===== src/rtl/cp0_pkg.sv =====
// CP0 shared definitions: op codes, register numbers, field positions.
package cp0_pkg;

    localparam logic [2:0] CP0OP_MFC0    = 3'b001;
    localparam logic [2:0] CP0OP_MTC0    = 3'b010;
    localparam logic [2:0] CP0OP_ERET    = 3'b011;
    localparam logic [2:0] CP0OP_SYSCALL = 3'b100;

    localparam logic [4:0] CP0_STATUS = 5'd12;
    localparam logic [4:0] CP0_CAUSE  = 5'd13;
    localparam logic [4:0] CP0_EPC    = 5'd14;

    localparam int ST_IE  = 0;
    localparam int ST_EXL = 1;
    localparam int IM_LO  = 10;
    localparam int IM_HI  = 15;

    localparam logic [31:0] STATUS_MASK = 32'h0000_FC03;

    localparam logic [4:0] EXC_INT = 5'd0;
    localparam logic [4:0] EXC_SYS = 5'd8;

    typedef enum logic {
        S_IDLE     = 1'b0,
        S_REDIRECT = 1'b1
    } state_t;

endpackage


===== src/rtl/cp0_regfile.sv =====
// Status/Cause/EPC storage, field masking, read mux and interrupt-pending term.
module cp0_regfile
    import cp0_pkg::*;
#(
    parameter int NUM_IRQ = 6
) (
    input  logic               clk,
    input  logic               rst_n,
    input  logic [NUM_IRQ-1:0] irq,
    input  logic               we,
    input  logic [4:0]         waddr,
    input  logic [31:0]        wdata,
    input  logic               exc_enter,
    input  logic [4:0]         exc_code,
    input  logic [31:0]        exc_pc,
    input  logic               exc_ret,
    input  logic [4:0]         rd_addr,
    output logic [31:0]        rdata,
    output logic [31:0]        epc,
    output logic               int_pend
);

    logic [31:0] status;
    logic [5:0]  ip;
    logic [4:0]  excode;
    logic [31:0] cause;

    assign cause = {16'b0, ip, 3'b0, excode, 2'b0};

    assign int_pend = status[ST_IE] & ~status[ST_EXL]
                    & |(status[IM_HI:IM_LO] & ip);

    // ip doubles as the single-flop irq synchronizer
    always_ff @(posedge clk) begin
        if (!rst_n) begin
            status <= '0;
            ip     <= '0;
            excode <= '0;
            epc    <= '0;
        end else begin
            ip <= 6'(irq);
            if (exc_enter) begin
                epc            <= exc_pc;
                excode         <= exc_code;
                status[ST_EXL] <= 1'b1;
            end else if (exc_ret) begin
                status[ST_EXL] <= 1'b0;
            end else if (we) begin
                case (waddr)
                    CP0_STATUS: status <= wdata & STATUS_MASK;
                    CP0_EPC:    epc    <= wdata;
                    default:    ;
                endcase
            end
        end
    end

    always_comb begin
        rdata = '0;
        case (rd_addr)
            CP0_STATUS: rdata = status;
            CP0_CAUSE:  rdata = cause;
            CP0_EPC:    rdata = epc;
            default:    rdata = '0;
        endcase
    end

endmodule


===== src/rtl/cp0_exc_ctrl.sv =====
// CP0 exception controller: commit-stage priority decode and redirect FSM.
module cp0_exc_ctrl
    import cp0_pkg::*;
#(
    parameter logic [31:0] EXC_VECTOR = 32'h0000_0180,
    parameter int          NUM_IRQ    = 6
) (
    input  logic               clk,
    input  logic               rst_n,
    input  logic               wb_valid,
    input  logic [2:0]         wb_cp0op,
    input  logic [4:0]         wb_rd,
    input  logic [31:0]        wb_wdata,
    input  logic [31:0]        wb_pc,
    input  logic [4:0]         rd_addr,
    input  logic [NUM_IRQ-1:0] irq,
    input  logic               redirect_ready,
    output logic [31:0]        rdata,
    output logic               flush,
    output logic               redirect_valid,
    output logic [31:0]        redirect_pc,
    output logic               exc_busy
);

    state_t      state;
    logic [31:0] epc;
    logic        int_pend;
    logic        commit;
    logic        take_int;
    logic        take_sys;
    logic        take_eret;
    logic        do_mtc0;

    assign commit = wb_valid & (state == S_IDLE);

    // interrupt outranks every op, including a same-cycle mtc0
    always_comb begin
        take_int  = 1'b0;
        take_sys  = 1'b0;
        take_eret = 1'b0;
        do_mtc0   = 1'b0;
        if (commit) begin
            unique case (1'b1)
                int_pend:                                take_int  = 1'b1;
                !int_pend && wb_cp0op == CP0OP_SYSCALL: take_sys  = 1'b1;
                !int_pend && wb_cp0op == CP0OP_ERET:    take_eret = 1'b1;
                !int_pend && wb_cp0op == CP0OP_MTC0:    do_mtc0   = 1'b1;
                default: ;
            endcase
        end
    end

    cp0_regfile #(
        .NUM_IRQ(NUM_IRQ)
    ) u_regs (
        .clk      (clk),
        .rst_n    (rst_n),
        .irq      (irq),
        .we       (do_mtc0),
        .waddr    (wb_rd),
        .wdata    (wb_wdata),
        .exc_enter(take_int | take_sys),
        .exc_code (take_int ? EXC_INT : EXC_SYS),
        .exc_pc   (wb_pc),
        .exc_ret  (take_eret),
        .rd_addr  (rd_addr),
        .rdata    (rdata),
        .epc      (epc),
        .int_pend (int_pend)
    );

    assign flush = redirect_valid;

    always_ff @(posedge clk) begin
        if (!rst_n) begin
            state          <= S_IDLE;
            redirect_valid <= 1'b0;
            redirect_pc    <= '0;
            exc_busy       <= 1'b0;
        end else begin
            unique case (state)
                S_IDLE: begin
                    if (take_int | take_sys | take_eret) begin
                        state          <= S_REDIRECT;
                        redirect_valid <= 1'b1;
                        exc_busy       <= 1'b1;
                        redirect_pc    <= take_eret ? epc : EXC_VECTOR;
                    end
                end
                S_REDIRECT: begin
                    if (redirect_ready) begin
                        state          <= S_IDLE;
                        redirect_valid <= 1'b0;
                        exc_busy       <= 1'b0;
                    end
                end
                default: state <= S_IDLE;
            endcase
        end
    end

endmodule


===== config.mk =====
export PLATFORM = sky130hd
export DESIGN_NAME = cp0_exc_ctrl
export DESIGN_NICKNAME = d
export VERILOG_FILES = /design/src/rtl/cp0_pkg.sv /design/src/rtl/cp0_regfile.sv /design/src/rtl/cp0_exc_ctrl.sv
export SDC_FILE = /design/constraint.sdc
export NUM_CORES = 1
export LEC_CHECK = 0
export ABC_AREA = 1
export CAP_MARGIN = 20
export CORE_UTILIZATION = 40
export DETAILED_ROUTE_END_ITERATION = 8
export PLACE_DENSITY = 0.77
export SLEW_MARGIN = 25
export SYNTH_ARGS = -nofsm -noshare
export SYNTH_HDL_FRONTEND = slang
export SYNTH_SLANG_ARGS = --single-unit

===== constraint.sdc =====
create_clock -name clk -period 1.4 [get_ports clk]
set_input_delay 0.28 -clock clk [delete_from_list [all_inputs] [get_ports clk]]
set_output_delay 0.28 -clock clk [all_outputs]
set_load 0.05 [all_outputs]

==> results of run 1 <==
[what timing repair did]
| item | CTS |
|---|---|
| cloned | 20 |
| resized for setup | 285 |
| pin swaps | 68 |
| setup endpoints to repair | 106 |
| endpoints found under the hold margin | 0 |
| buffers inserted | 38 |
[through the flow]
stage / hold WS (ns) / cells / utilization (%) / setup WS, ns
after CTS: 0.284 / 982 / 90.9 / -0.269
after detailed placement: 0.454 / 910 / 70.6 / -0.674
after global placement: 0.449 / 910 / 70.6 / -0.625
after floorplan: 0.378 / 616 / - / -0.259
[routing by layer]
layer,global-route usage (%),GRT overflow
met1,86.0,5
met2,112,297
met3,72.4,10
met4,99.7,112
met5,30.8,2
[cell families after synthesis]
| group | Yosys count | share of synthesized area (%) |
|---|---|---|
| flip-flops | 81 | 40.6 |
| buffers and inverters | 105 | 11.2 |
| AO/OA/AOI/OAI | 55 | 7.64 |
| AND/OR/NAND/NOR | 375 | 40.6 |
==> reports/qor.yml, run 1 <==
pin_count: 154
avgSynthCellArea_sq_um: 6.49
start_util_pct: 41.1
synth_area_leaders: "dfxtp_1, nand2_1, nand3_1"
cts_sinks: 81
timing.worst_endpoint.kind: "register input"
synth_top_area_cell: "dfxtp_1"
track_usage_pct: 90.6
synthTopCellsByCount: "nand2_1, nand3_1, nor2_1"
cts-hold-fix-buffers: 0
portBuffers: 153
synth_edf_count: 0
flow.stopped_at: "global routing (5_1_grt)"
root_buffer: "clkbuf_8"
place_area_sq_um: 6860
gp_congestion: 0.853
cts_made_buffers: 9
clockBufferDepth: 2
yosysWarningCount: 0
syn_area_sq_um: 4000
synth_seq_cells: 81
yosysMostFrequentCell: "nand2_1"
dieHeight_um: 102
htreeDepth: 3
synth_top_area_share_pct: 40.6
syn_inst: 616
rows: 36
postGrtWorstEndpoint: "u_regs.epc[18]$_SDFFE_PN0P_/D"
ys_types: 29
synthFlopType: "dfxtp_1"
async_reset_ff_share_pct: 0
syn_nets: 703
grt_max_degree: 32
dpl.hpwl_um: 10400
tool.error: "[ERROR GRT-0232] Routing congestion too high. Check the congestion heatmap in the GUI."
outcome: "aborted with a tool error"
die_w_um: 102
synth.yosys.seq_area_share_pct: 40.6
overflow: 426
==> inputs of run 2 (changes only) <==
--- a/config.mk
+++ b/config.mk
@@ -7,9 +7,9 @@
 export LEC_CHECK = 0
 export ABC_AREA = 1
 export CAP_MARGIN = 20
-export CORE_UTILIZATION = 40
+export CORE_UTILIZATION = 30
 export DETAILED_ROUTE_END_ITERATION = 8
-export PLACE_DENSITY = 0.77
+export PLACE_DENSITY_LB_ADDON = 0.15
 export SLEW_MARGIN = 25
 export SYNTH_ARGS = -nofsm -noshare
 export SYNTH_HDL_FRONTEND = slang
==> constraint.sdc (replaced) <==
create_clock -name clk -period 1.8 [get_ports clk]
set_input_delay 0.36 -clock clk [delete_from_list [all_inputs] [get_ports clk]]
set_output_delay 0.36 -clock clk [all_outputs]
set_load 0.05 [all_outputs]
==> reports/qor.yml, run 2 <==
outcome: "complete, no violations"
grt.busiest_layer: "met2"
grt_antenna_before_repair: 0
avgSynthCellArea_sq_um: 6.49
overflow: 0
grt_use_met1_pct: 24.4
fill_cells: 1271
largest_registers: "redirect_pc x32, u_regs.epc x32, u_regs.status x8"
drc: 0
synth_top_area_share_pct: 40.6
clockBufferDepth: 2
fin_skew_ns: 0.00920
syn_inst: 616
htreeDepth: 3
drt_pass1_iterations: 5
async_reset_ff_share_pct: 0
worstSkewPairLatency_ns: 0.33
hp-class: "primary input to flop"
clkPwrFrac_pct: 44.7
synth_top_area_cell: "dfxtp_1"
vias: 4448
cts-hold-fix-buffers: 0
cts_made_buffers: 9
dieHeight_um: 117
worst_pin_slew_ns: 0.322
power_mw: 4.48
synth_seq_cells: 81
root_buffer: "clkbuf_16"
crit_fanout: 8
rows: 41
portBuffers: 153
start_util_pct: 31.2
wirelength_um: 13600
setup_viol: 0
power_per_cell_area_nw_per_um2: 648
vias_per_cell: 4.64
fin_crit_ns: 1.77
hold_viol_final: 0
cts_sinks: 81
syn_nets: 703
p_sw_mw: 1.07
pin_count: 154
synth_area_leaders: "dfxtp_1, nand2_1, nand3_1"
drive_gt1_share_pct: 23.8
grt_pass1_wl_um: 21700
maxCapViolCount: 0
switching_share_pct: 23.8
core_area_sq_um: 12800
met2_usage_pct: 34.8
ys_types: 29
die_w_um: 117
irDropWorstVdd_mv: 0.402
dieArea_sq_um: 13800
end_kind: "output port"
combPwrFrac_pct: 13.7
power_frac_seq_pct: 41.6
grt_max_degree: 36
syn_area_sq_um: 4000
fmax_mhz: 565
track_usage_pct: 19.6
synthFlopType: "dfxtp_1"
first_iter_violations: 263
syn_to_final_growth_pct: 72.9
period_share_pct: 98.3
intPower_mw: 3.41
gp_congestion: 0.838
grt_pass1_vias: 4283
ant_nets: 0
met3_usage_pct: 3.02
critPathKind: "primary input to output port"
diodes: 0
synth_edf_count: 0
dpl.hpwl_um: 10000
post-place-ws_ns: -0.371
yosysWarningCount: 0
cp.required_ns: 1.44
cts_tree: "done"
cp-start-kind: "primary input"
final_cell_mix: "nand2_1, nand3_1, dfxtp_1, clkdlybuf4s50_1, nor2_1"
wl_per_cell_um: 14.2
final_max_slew_viol_count: 0
synthTopCellsByCount: "nand2_1, nand3_1, nor2_1"
final_common_cell: "nand2_1"
arrival_ns: 1.41
yosysMostFrequentCell: "nand2_1"
slew_headroom_pct: 78.5
tns_ns: 0
nets: 869
clk_pin_slew_ns: 0.06
fin_ws_ns: 0.0306
synth.yosys.seq_area_share_pct: 40.6
power.static_leakage_nw: 2.97
[run 2: cell counts after synthesis]
No cell type changed its count.
[run 2: path summary, 6_finish.rpt]
check	slack, ns	cells after the start	endpoint	from
max	0.03	7	rdata[28]	rd_addr[0]
min	0.35	3	u_regs.epc[6]	rst_n
max reg2reg	0.19	11	state	u_regs.ip[5]
min reg2reg	0.46	2	redirect_pc[29]	u_regs.epc[29]
[run 2: metal layers]
metal | share of wire [%] | vias to the layer above | wire, um
li1 | - | 2280 | -
met1 | 43 | 2034 | 5880
met2 | 51 | 124 | 6900
met3 | 5.3 | 10 | 719
met4 | 1.0 | 0 | 140
met5 | 0 | - | 0
[run 2: per-stage QoR]
step / util [%] / area [sq um] / hold slack [ns] / instances
floorplan: - / 4050 / 0.445 / 616
global placement: 48.5 / 6230 / 0.449 / 937
detailed placement: 48.5 / 6230 / 0.452 / 937
CTS: 53.3 / 6830 / 0.345 / 957
global route: 53.9 / 6910 / 0.357 / 959
finish: 53.9 / 6910 / 0.355 / 959
[run 2: power by group through the flow]
| stage | clock network [mW] | registers, mW | logic, mW |
|---|---|---|---|
| finish | 2.00 | 1.86 | 0.613 |
| global route | 2.12 | 1.87 | 0.665 |
| CTS | 2.03 | 1.86 | 0.602 |
| detailed placement | 0 | 1.90 | 0.575 |
| global placement | 0 | 1.90 | 0.571 |
| floorplan | 0 | 1.92 | 0.242 |
[run 2: cell families (layout without fill, tap and decap cells)]
| group | after synthesis | count (layout) | synth area share (%) |
|---|---|---|---|
| simple gates | 375 | 375 | 40.6 |
| buf+inv | 105 | 276 | 11.2 |
| flops | 81 | 81 | 40.6 |
| compound gates | 55 | 55 | 7.64 |
[run 2: timing repair]
| action | CTS | global route |
|---|---|---|
| pin swaps | 5 | 4 |
| cloned | 2 | 0 |
| endpoints found under the setup margin | 32 | 43 |
| hold endpoints to repair | 0 | 0 |
| buffers inserted | 2 | 2 |
| gates resized for setup | 56 | 16 |
[run 2: final cells by class]
| cell class | instances | area (sq um) | area share [%] |
|---|---|---|---|
| clock buffer | 10 | 239 | 3.46 |
| clock inverter | 6 | 91.3 | 1.32 |
| inverter | 63 | 236 | 3.42 |
| multi-input combinational | 430 | 2220 | 32.2 |
| sequential | 81 | 1620 | 23.5 |
| tap | 172 | 215 | 3.12 |
| timing repair buffer | 197 | 2280 | 33.0 |
[run 2: worst max-delay path: stages]
cell and delay [ns]:
clkdlybuf4s15_1 0.18, inv_2 0.10, nand3_4 0.17, buf_12 0.20, buf_4 0.15, nor2_4 0.09
buf_12 0.14
No activity file was read; power rests on OpenSTA's default activity.
==> inputs of run 3 (changes only) <==
--- a/config.mk
+++ b/config.mk
@@ -6,11 +6,11 @@
 export NUM_CORES = 1
 export LEC_CHECK = 0
 export ABC_AREA = 1
-export CAP_MARGIN = 20
+export CAP_MARGIN = 5
 export CORE_UTILIZATION = 30
 export DETAILED_ROUTE_END_ITERATION = 8
 export PLACE_DENSITY_LB_ADDON = 0.15
-export SLEW_MARGIN = 25
+export SLEW_MARGIN = 20
 export SYNTH_ARGS = -nofsm -noshare
 export SYNTH_HDL_FRONTEND = slang
 export SYNTH_SLANG_ARGS = --single-unit
==> results of run 3 <==
Same layout as run 2: the final DEF is identical, and so are final timing and power.
